**config.mk**
```make
export PLATFORM = sky130hd
export DESIGN_NAME = uart_axis_rr_arbiter
export DESIGN_NICKNAME = d
export VERILOG_FILES = /design/src/rtl/uart_axis_arb_pkg.sv /design/src/rtl/uart_axis_rr_arbiter_rr_pick.sv /design/src/rtl/uart_axis_rr_arbiter.sv
export SDC_FILE = /design/constraint.sdc
export NUM_CORES = 1
export LEC_CHECK = 0
export ABC_AREA = 1
export CORE_MARGIN = 4
export CORE_UTILIZATION = 38
export CTS_CLUSTER_DIAMETER = 60
export DETAILED_ROUTE_END_ITERATION = 16
export PLACE_DENSITY = 0.86
export RECOVER_POWER = 25
export SETUP_SLACK_MARGIN = 0.2
export SYNTH_ARGS = -nofsm -noshare
export SYNTH_HDL_FRONTEND = slang
export SYNTH_SLANG_ARGS = --single-unit
```
**constraint.sdc**
```tcl
create_clock -name aclk -period 1.58 [get_ports aclk]
set_clock_uncertainty 0.15 [all_clocks]
set_input_delay 0.158 -clock aclk [delete_from_list [all_inputs] [get_ports aclk]]
set_output_delay 0.158 -clock aclk [all_outputs]
set_load 0.02 [all_outputs]
```
**src/rtl/uart_axis_arb_pkg.sv**
```systemverilog
// Shared types and sizing helpers for the UART AXI-Stream round-robin arbiter.
package uart_axis_arb_pkg;

   typedef enum logic {
      IDLE  = 1'b0,
      GRANT = 1'b1
   } state_t;

   // Counter must be able to hold the value MAX_BURST itself.
   function automatic int burst_cnt_w(input int max_burst);
      return $clog2(max_burst + 1);
   endfunction

endpackage

```
**src/rtl/uart_axis_rr_arbiter_rr_pick.sv**
```systemverilog
// Rotating-priority scan: first asserted request at or after ptr, wrapping modulo N_REQ.
module rr_pick
   import uart_axis_arb_pkg::*;
#(
   parameter int N_REQ = 4,
   parameter int IDX_W = $clog2(N_REQ)
) (
   input  logic [N_REQ-1:0] req,
   input  logic [IDX_W-1:0] ptr,
   output logic [IDX_W-1:0] idx,
   output logic             found
);

   function automatic logic [IDX_W-1:0] wrap_add(input logic [IDX_W-1:0] base, input int offs);
      int sum;
      sum = int'(base) + offs;
      if (sum >= N_REQ) sum = sum - N_REQ;
      return IDX_W'(sum);
   endfunction

   // Scan from the farthest offset down so the nearest requester wins last.
   always_comb begin
      idx   = '0;
      found = 1'b0;
      for (int k = N_REQ - 1; k >= 0; k--) begin
         if (req[wrap_add(ptr, k)]) begin
            idx   = wrap_add(ptr, k);
            found = 1'b1;
         end
      end
   end

endmodule

```
**src/rtl/uart_axis_rr_arbiter.sv**
```systemverilog
// Round-robin arbiter sharing one registered AXI-Stream byte output (UART TX)
// between N_REQ sources, holding each grant for at most MAX_BURST beats.
module uart_axis_rr_arbiter
   import uart_axis_arb_pkg::*;
#(
   parameter int N_REQ          = 4,
   parameter int AXI_DATA_WIDTH = 8,
   parameter int MAX_BURST      = 4
) (
   input  logic                              aclk,
   input  logic                              areset,
   input  logic [N_REQ*AXI_DATA_WIDTH-1:0]   s_tdata,
   input  logic [N_REQ-1:0]                  s_tvalid,
   output logic [N_REQ-1:0]                  s_tready,
   output logic [AXI_DATA_WIDTH-1:0]         m_tdata,
   output logic                              m_tvalid,
   input  logic                              m_tready,
   output logic [N_REQ-1:0]                  grant,
   output logic                              busy
);

   localparam int                IDX_W     = $clog2(N_REQ);
   localparam int                CNT_W     = burst_cnt_w(MAX_BURST);
   localparam logic [CNT_W-1:0]  LAST_BEAT = CNT_W'(MAX_BURST - 1);
   localparam logic [IDX_W-1:0]  LAST_IDX  = IDX_W'(N_REQ - 1);

   state_t                    r_state;
   state_t                    w_next_state;
   logic [IDX_W-1:0]          r_gnt_idx;
   logic [IDX_W-1:0]          r_ptr;
   logic [CNT_W-1:0]          r_beat_cnt;
   logic [AXI_DATA_WIDTH-1:0] r_m_tdata;
   logic                      r_m_tvalid;

   logic [IDX_W-1:0]          w_pick_idx;
   logic                      w_pick_found;
   logic [IDX_W-1:0]          w_next_ptr;
   logic [N_REQ-1:0]          w_gnt_onehot;
   logic [AXI_DATA_WIDTH-1:0] w_sel_data;
   logic                      w_src_valid;
   logic                      w_slot_ready;
   logic                      w_xfer;
   logic                      w_exit;

   rr_pick #(
      .N_REQ (N_REQ),
      .IDX_W (IDX_W)
   ) u_pick (
      .req   (s_tvalid),
      .ptr   (r_ptr),
      .idx   (w_pick_idx),
      .found (w_pick_found)
   );

   assign w_gnt_onehot = N_REQ'(1) << r_gnt_idx;
   assign w_src_valid  = s_tvalid[r_gnt_idx];
   assign w_sel_data   = s_tdata[r_gnt_idx*AXI_DATA_WIDTH +: AXI_DATA_WIDTH];
   // The output register can accept a byte when empty or draining this cycle.
   assign w_slot_ready = !r_m_tvalid || m_tready;
   assign w_next_ptr   = (r_gnt_idx == LAST_IDX) ? '0 : r_gnt_idx + 1'b1;

   always_ff @(posedge aclk or posedge areset) begin
      if (areset) r_state <= IDLE;
      else        r_state <= w_next_state;
   end

   always_comb begin
      w_next_state = r_state;
      w_xfer       = 1'b0;
      w_exit       = 1'b0;
      s_tready     = '0;
      grant        = '0;
      case (r_state)
         IDLE: begin
            if (w_pick_found) w_next_state = GRANT;
         end
         GRANT: begin
            grant = w_gnt_onehot;
            if (w_slot_ready) s_tready = w_gnt_onehot;
            w_xfer = w_src_valid && w_slot_ready;
            // A stalled but valid source keeps the grant; an idle one releases it.
            if (!w_src_valid || (w_xfer && (r_beat_cnt == LAST_BEAT))) begin
               w_exit       = 1'b1;
               w_next_state = IDLE;
            end
         end
         default: w_next_state = IDLE;
      endcase
   end

   always_ff @(posedge aclk or posedge areset) begin
      if (areset) begin
         r_gnt_idx  <= '0;
         r_ptr      <= '0;
         r_beat_cnt <= '0;
      end else begin
         if (r_state == IDLE && w_pick_found) begin
            r_gnt_idx  <= w_pick_idx;
            r_beat_cnt <= '0;
         end else if (w_xfer) begin
            r_beat_cnt <= r_beat_cnt + 1'b1;
         end
         if (w_exit) r_ptr <= w_next_ptr;
      end
   end

   always_ff @(posedge aclk or posedge areset) begin
      if (areset) begin
         r_m_tdata  <= '0;
         r_m_tvalid <= 1'b0;
      end else if (w_xfer) begin
         r_m_tdata  <= w_sel_data;
         r_m_tvalid <= 1'b1;
      end else if (m_tready) begin
         r_m_tvalid <= 1'b0;
      end
   end

   assign m_tdata  = r_m_tdata;
   assign m_tvalid = r_m_tvalid;
   assign busy     = (r_state == GRANT) || r_m_tvalid;

endmodule

```
# Word-level counts from Yosys, hierarchy flattened
# Cells that the tools add are included.
# op_classes
n_mul	0
div_mod_pow	0
n_shift	2
order_cmp	9
addsub	9
bitwise	1
eq_ne	2
n_mux	36
reduce_logical	10
# ops
op	n
32-bit by 6-bit indexed part select with 8-bit output	1
2-bit 2-to-1 mux	9
1-bit 2-to-1 mux	16
2-bit by 3-bit < comparator with 1-bit output, second input constant	5
4-bit 2-to-1 mux	3
1-bit binary-select mux with 2-bit select	5
3-bit greater-or-equal comparator, second input constant	3
2-bit by 1-bit subtractor with 2-bit output, second input constant	4
2-bit by 2-bit adder with 3-bit output, second input constant	2
3-bit 2-to-1 mux	2
2-bit nonzero test	2
1-bit by 2-bit << shifter with 4-bit output, first input constant	1
2-bit by 1-bit adder with 3-bit output, second input constant	1
3-bit by 1-bit adder with 3-bit output, second input constant	1
3-bit by 2-bit equality test with 1-bit output, second input constant	1
2-bit by 3-bit greater-or-equal comparator with 1-bit output, second input constant	1
1-bit logical AND	3
1-bit logical OR	3
2-bit by 1-bit adder with 2-bit output, second input constant	1
2-bit equality test, second input constant	1
1-bit logical NOT	2
1-bit one-hot mux with 2 select lines	1
1-bit NOT	1
# totals
ramBits	0
memories	0
latch_bits	0
mem_bits_ro	0
register_bits	17
elab_cells	75

# Logic depth before layout (Yosys ltp)
# depth
depth_word	11
depth_mapped	12
mapped_depth_nobuf	11

# Modules after synthesis
# Synthesis repeated with hierarchy kept, for this count alone.
# hier_totals
cells_unflattened	214
hier_area_um2	1388.8
# modules_own_cells
module	area_each_um2	n_inst	cells_per_inst	seq_area_each_um2
uart_axis_rr_arbiter	1173.6	1	170	425.4
rr_pick	215.2	1	44	0.0

# Worst setup path before layout
# OpenSTA, ideal clock, no wires.
# synth_path
kind	register to output
from	reg r_gnt_idx[0]
to	out s_tready[0]
path_stages_with_launch	6
path_buffers	1
slack_ns	-0.105
t_arrival_ns	1.377
required_time_ns	1.272
cell_sequence	dfrtp_1 -> inv_2 -> clkbuf_1 -> ha_1 -> nand2_1 -> nor2_1
# synth_between
elab_chain_cells	3
# synth_rtl
element	line_no	rtl
start: declaration	uart_axis_rr_arbiter.sv:29	logic [IDX_W-1:0] r_gnt_idx;
start signal: assignment	uart_axis_rr_arbiter.sv:98	r_gnt_idx <= w_pick_idx;
1-bit by 2-bit << shifter with 4-bit output	uart_axis_rr_arbiter.sv:55	assign w_gnt_onehot = N_REQ'(1) << r_gnt_idx;
4-bit 2-to-1 mux	uart_axis_rr_arbiter.sv:79	if (w_slot_ready) s_tready = w_gnt_onehot;
4-bit 2-to-1 mux	uart_axis_rr_arbiter.sv:73	case (r_state)
end: declaration	uart_axis_rr_arbiter.sv:14	output logic [N_REQ-1:0] s_tready,
# Every way passes these cells.

# Worst setup path in the final report
# layout_path
from	reg r_gnt_idx[0]
to	reg r_m_tdata[0] (netlist: m_tdata[0])
# layout_between
elab_chain_cells	4
word_cells_on_any_way	5
# layout_rtl
element	line_no	rtl
branches (longest 4 deep; another with 32-bit by 6-bit indexed part select with 8-bit output)	n/a	
end signal: assignment	uart_axis_rr_arbiter.sv:112	r_m_tdata <= w_sel_data;
end: declaration	uart_axis_rr_arbiter.sv:32	logic [AXI_DATA_WIDTH-1:0] r_m_tdata;
# Several ways; the timed one is not identified. The select of a mux whose other input is x is not followed.
# A chain may end at the register's enable or synchronous reset.

==> results.md <==
* Die W at 66.7 microns
* Least-Margin Pin Slew at 0.960 ns
* Post-synth net total at 246
* Clock sink count at 17
* Final hold vios at 0
* Failing checks: setup timing
* Worst Setup End Kind: flop
* Total power at 5.11 mW
* Pwr dens at 2100 nW/um^2
* Io pins at 57
* Max Cap Viol at 0
* Number of global-route vias before repair at 1615
* Initial DRC count at 111
* DR vias/cell at 5.14
* Crit-path cells: inv_4 > buf_4 > buf_4 > buf_4 > o21ai_0 > o22ai_1 > nand2_1 > nand2_1
* Highest Clock Rate at 573 MHz
* Routed vias at 1762
* Post-Syn Area at 1310 sq um
* GR Util All Layers at 20.3%
* Setup Total Neg Slack at -1.36 ns
* Core box area at 3340 sq um
* CP max stage delay at 0.46 ns
* WP data arrival at 1.79 ns
* Slew Limit Fails at 0
* Total Routed Length at 5240 microns
* R2R Path End: m_tdata[0]
* Final setup fails at 21
* PnR worst setup slack at -0.164 ns
* Area growth syn-to-layout at 86.1%
* Seq/Total Area, Yosys at 32.5%
* Hold crit path type: flop to flop
* WP data required at 1.63 ns
* Die Area at 4450 sq um
* Layout cells sized above 1 at 39.1%
* Nets at 343
* Cells on Worst Hold Path at 1
* H-tree Lvls at 1
* FILL cells at 214
* Worst Path Max Fanout at 16
* Pin count of the biggest net entering global routing at 18
* Startpoint types: flop
* Global-route wire length before repair at 6860 microns
* Slowest stage cell on the critical path: dfrtp_2
* Clk root buf: clkbuf_4
* Most frequent cells in the layout: nand2_1, buf_4, clkdlybuf4s50_1
* Clock Latency Late Sink at 0.31 ns
* DRC Markers at 0
* GPL Wtd Cong at 0.876
* Top-area cell type share of the netlist area at 32.5%
* N_diodes at 0
* Leak at 1.25 nW
* CTS Hold Bufs at 0
* Post-Synthesis Cells at 201
* Num CTS Buffers at 3
* Chip height at 66.7 microns
* Clock-pin slew on the worst setup and hold paths at 0.12 ns
* Post-DP HPWL at 3150 microns
* Total congestion overflow at 0
* WHS Endpoint: r_beat_cnt[0]
* Max VDD drop at 0.000760 V
* Initial antenna violation count at 0
* Most frequent CP cell: buf_4
* Worst r2r src: r_gnt_idx[0]
* Yosys reg bits at 17
* Number of synthesized flops with an enable pin at 0
* Synth area leader: dfrtp_1
* Synth cell types at 26
* Most common cell after layout, fill and taps aside: nand2_1
* CTS tree: done
* Rows at 21
* Final Cycle Share at 110%
* Status: finished, violations left
* Max-slew headroom at 36.0%
* WS Path Type: flop to flop
* Initial Util at 39.3%
* PortBufs at 56
* Hold path start: r_beat_cnt[0]
* Main flop type after synthesis: dfrtp_1
* Reg2reg path depth at 8
* RSZ-0062 raised after global routing: true
* Initial DRT Pass Iterations at 4
* Worst reg-to-reg setup slack at -0.16 ns
* Largest delay share family, worst path: buffers and inverters
* Drt wl/cell at 15.3 microns
* Asr flop ratio synth at 100%
* Post-Syn Area per Cell at 6.52 sq um
* Clock buffer depth at 2
* Dominant cells by area after synthesis: dfrtp_1, nand2_1, o21ai_0, nor2_1, ha_1
* Routed Antenna Nets at 0
* Yosys warns at 0
* Crit path buffers/inverters at 4
* Final min period at 1.74 ns
## worst register-to-register path: stages (launching register included)
cell and delay [ns]:
dfrtp_2 0.46, inv_4 0.06, buf_4 0.13, buf_4 0.12, buf_4 0.18, o21ai_0 0.25
o22ai_1 0.14, nand2_1 0.09, nand2_1 0.06
## how the worst max path moves through the flow
stage	slack (ns)	endpoint	from	cells past startpoint
final	-0.16	m_tdata[0]	r_gnt_idx[0]	8
after detailed placement	-0.23	s_tready[0]	r_gnt_idx[1]	5
after global routing	-0.19	r_gnt_idx[0]	r_ptr[0]	12
after CTS	-0.05	s_tready[2]	r_gnt_idx[0]	5
after floorplan	0.13	r_beat_cnt[1]	m_tvalid	8
after global placement	-0.17	s_tready[0]	r_gnt_idx[1]	5
## kinds of logic after synthesis
logic type               share of synthesized area (%)
AO/OA/AOI/OAI                                     15.0
adder cells (fa/ha/maj)                           5.73
buffers and inverters                             9.74
flip-flops                                        32.5
AND/OR/NAND/NOR                                   37.1
## state kept, by name, indices dropped and copies added, names as in the netlist
register,flops
m_tdata,8
r_beat_cnt,3
r_gnt_idx,2
r_ptr,2
m_tvalid,1
r_state,1
## Yosys cell counts, types with 2 or more instances
library cell  count
a21oi_1           2
buf_4             2
clkbuf_1          2
dfrtp_1          17
ha_1              6
inv_1            17
inv_2             5
nand2_1          68
nand2_2           8
nand3_1           7
nor2_1           26
o21ai_0          20
o22ai_1           8
## routing by layer
metal / global-route usage [%] / share of wire (%)
met1: 21.7 / 36
met2: 38.4 / 55
met3: 2.02 / 5.3
met4: 10.9 / 4.1
met5: 0 / 0
## per-stage QoR
step | hold WS (ns) | worst slack (ns) | cell area (sq um) | instances | util, %
floorplan | -0.0660 | 0.130 | 1370 | 201 | -
global placement | 0.310 | -0.172 | 2110 | 319 | 63.2
detailed placement | 0.315 | -0.231 | 2110 | 319 | 63.2
CTS | 0.00905 | -0.0515 | 2280 | 335 | 68.4
global route | 0.363 | -0.191 | 2440 | 343 | 73.0
finish | 0.333 | -0.164 | 2440 | 343 | 73.0
## where the power goes
group | internal [mW] | switching (mW)
logic | 1.80 | 2.18
clock network | 0.0947 | 0.165
registers | 0.663 | 0.209
total | 2.56 | 2.55
## area by class of cell
cell class	count	area [sq um]	area share [%]
clock inverter	1	5.00	0.205
timing repair buffer	98	885	36.3
sequential	17	433	17.8
tap	46	57.6	2.36
clock buffer	3	22.5	0.924
inverter	23	98.8	4.06
multi-input combinational	155	936	38.4
## what timing repair did
| item | 4_1_cts | 5_1_grt |
|---|---|---|
| pin swaps | 13 | 12 |
| buffers inserted | 12 | 8 |
| hold endpoints to repair | 0 | 0 |
| gates resized for setup | 82 | 31 |
| endpoints found under the setup margin | 35 | 27 |
| gates cloned | 0 | 0 |
(Power assumes the default switching activity.)
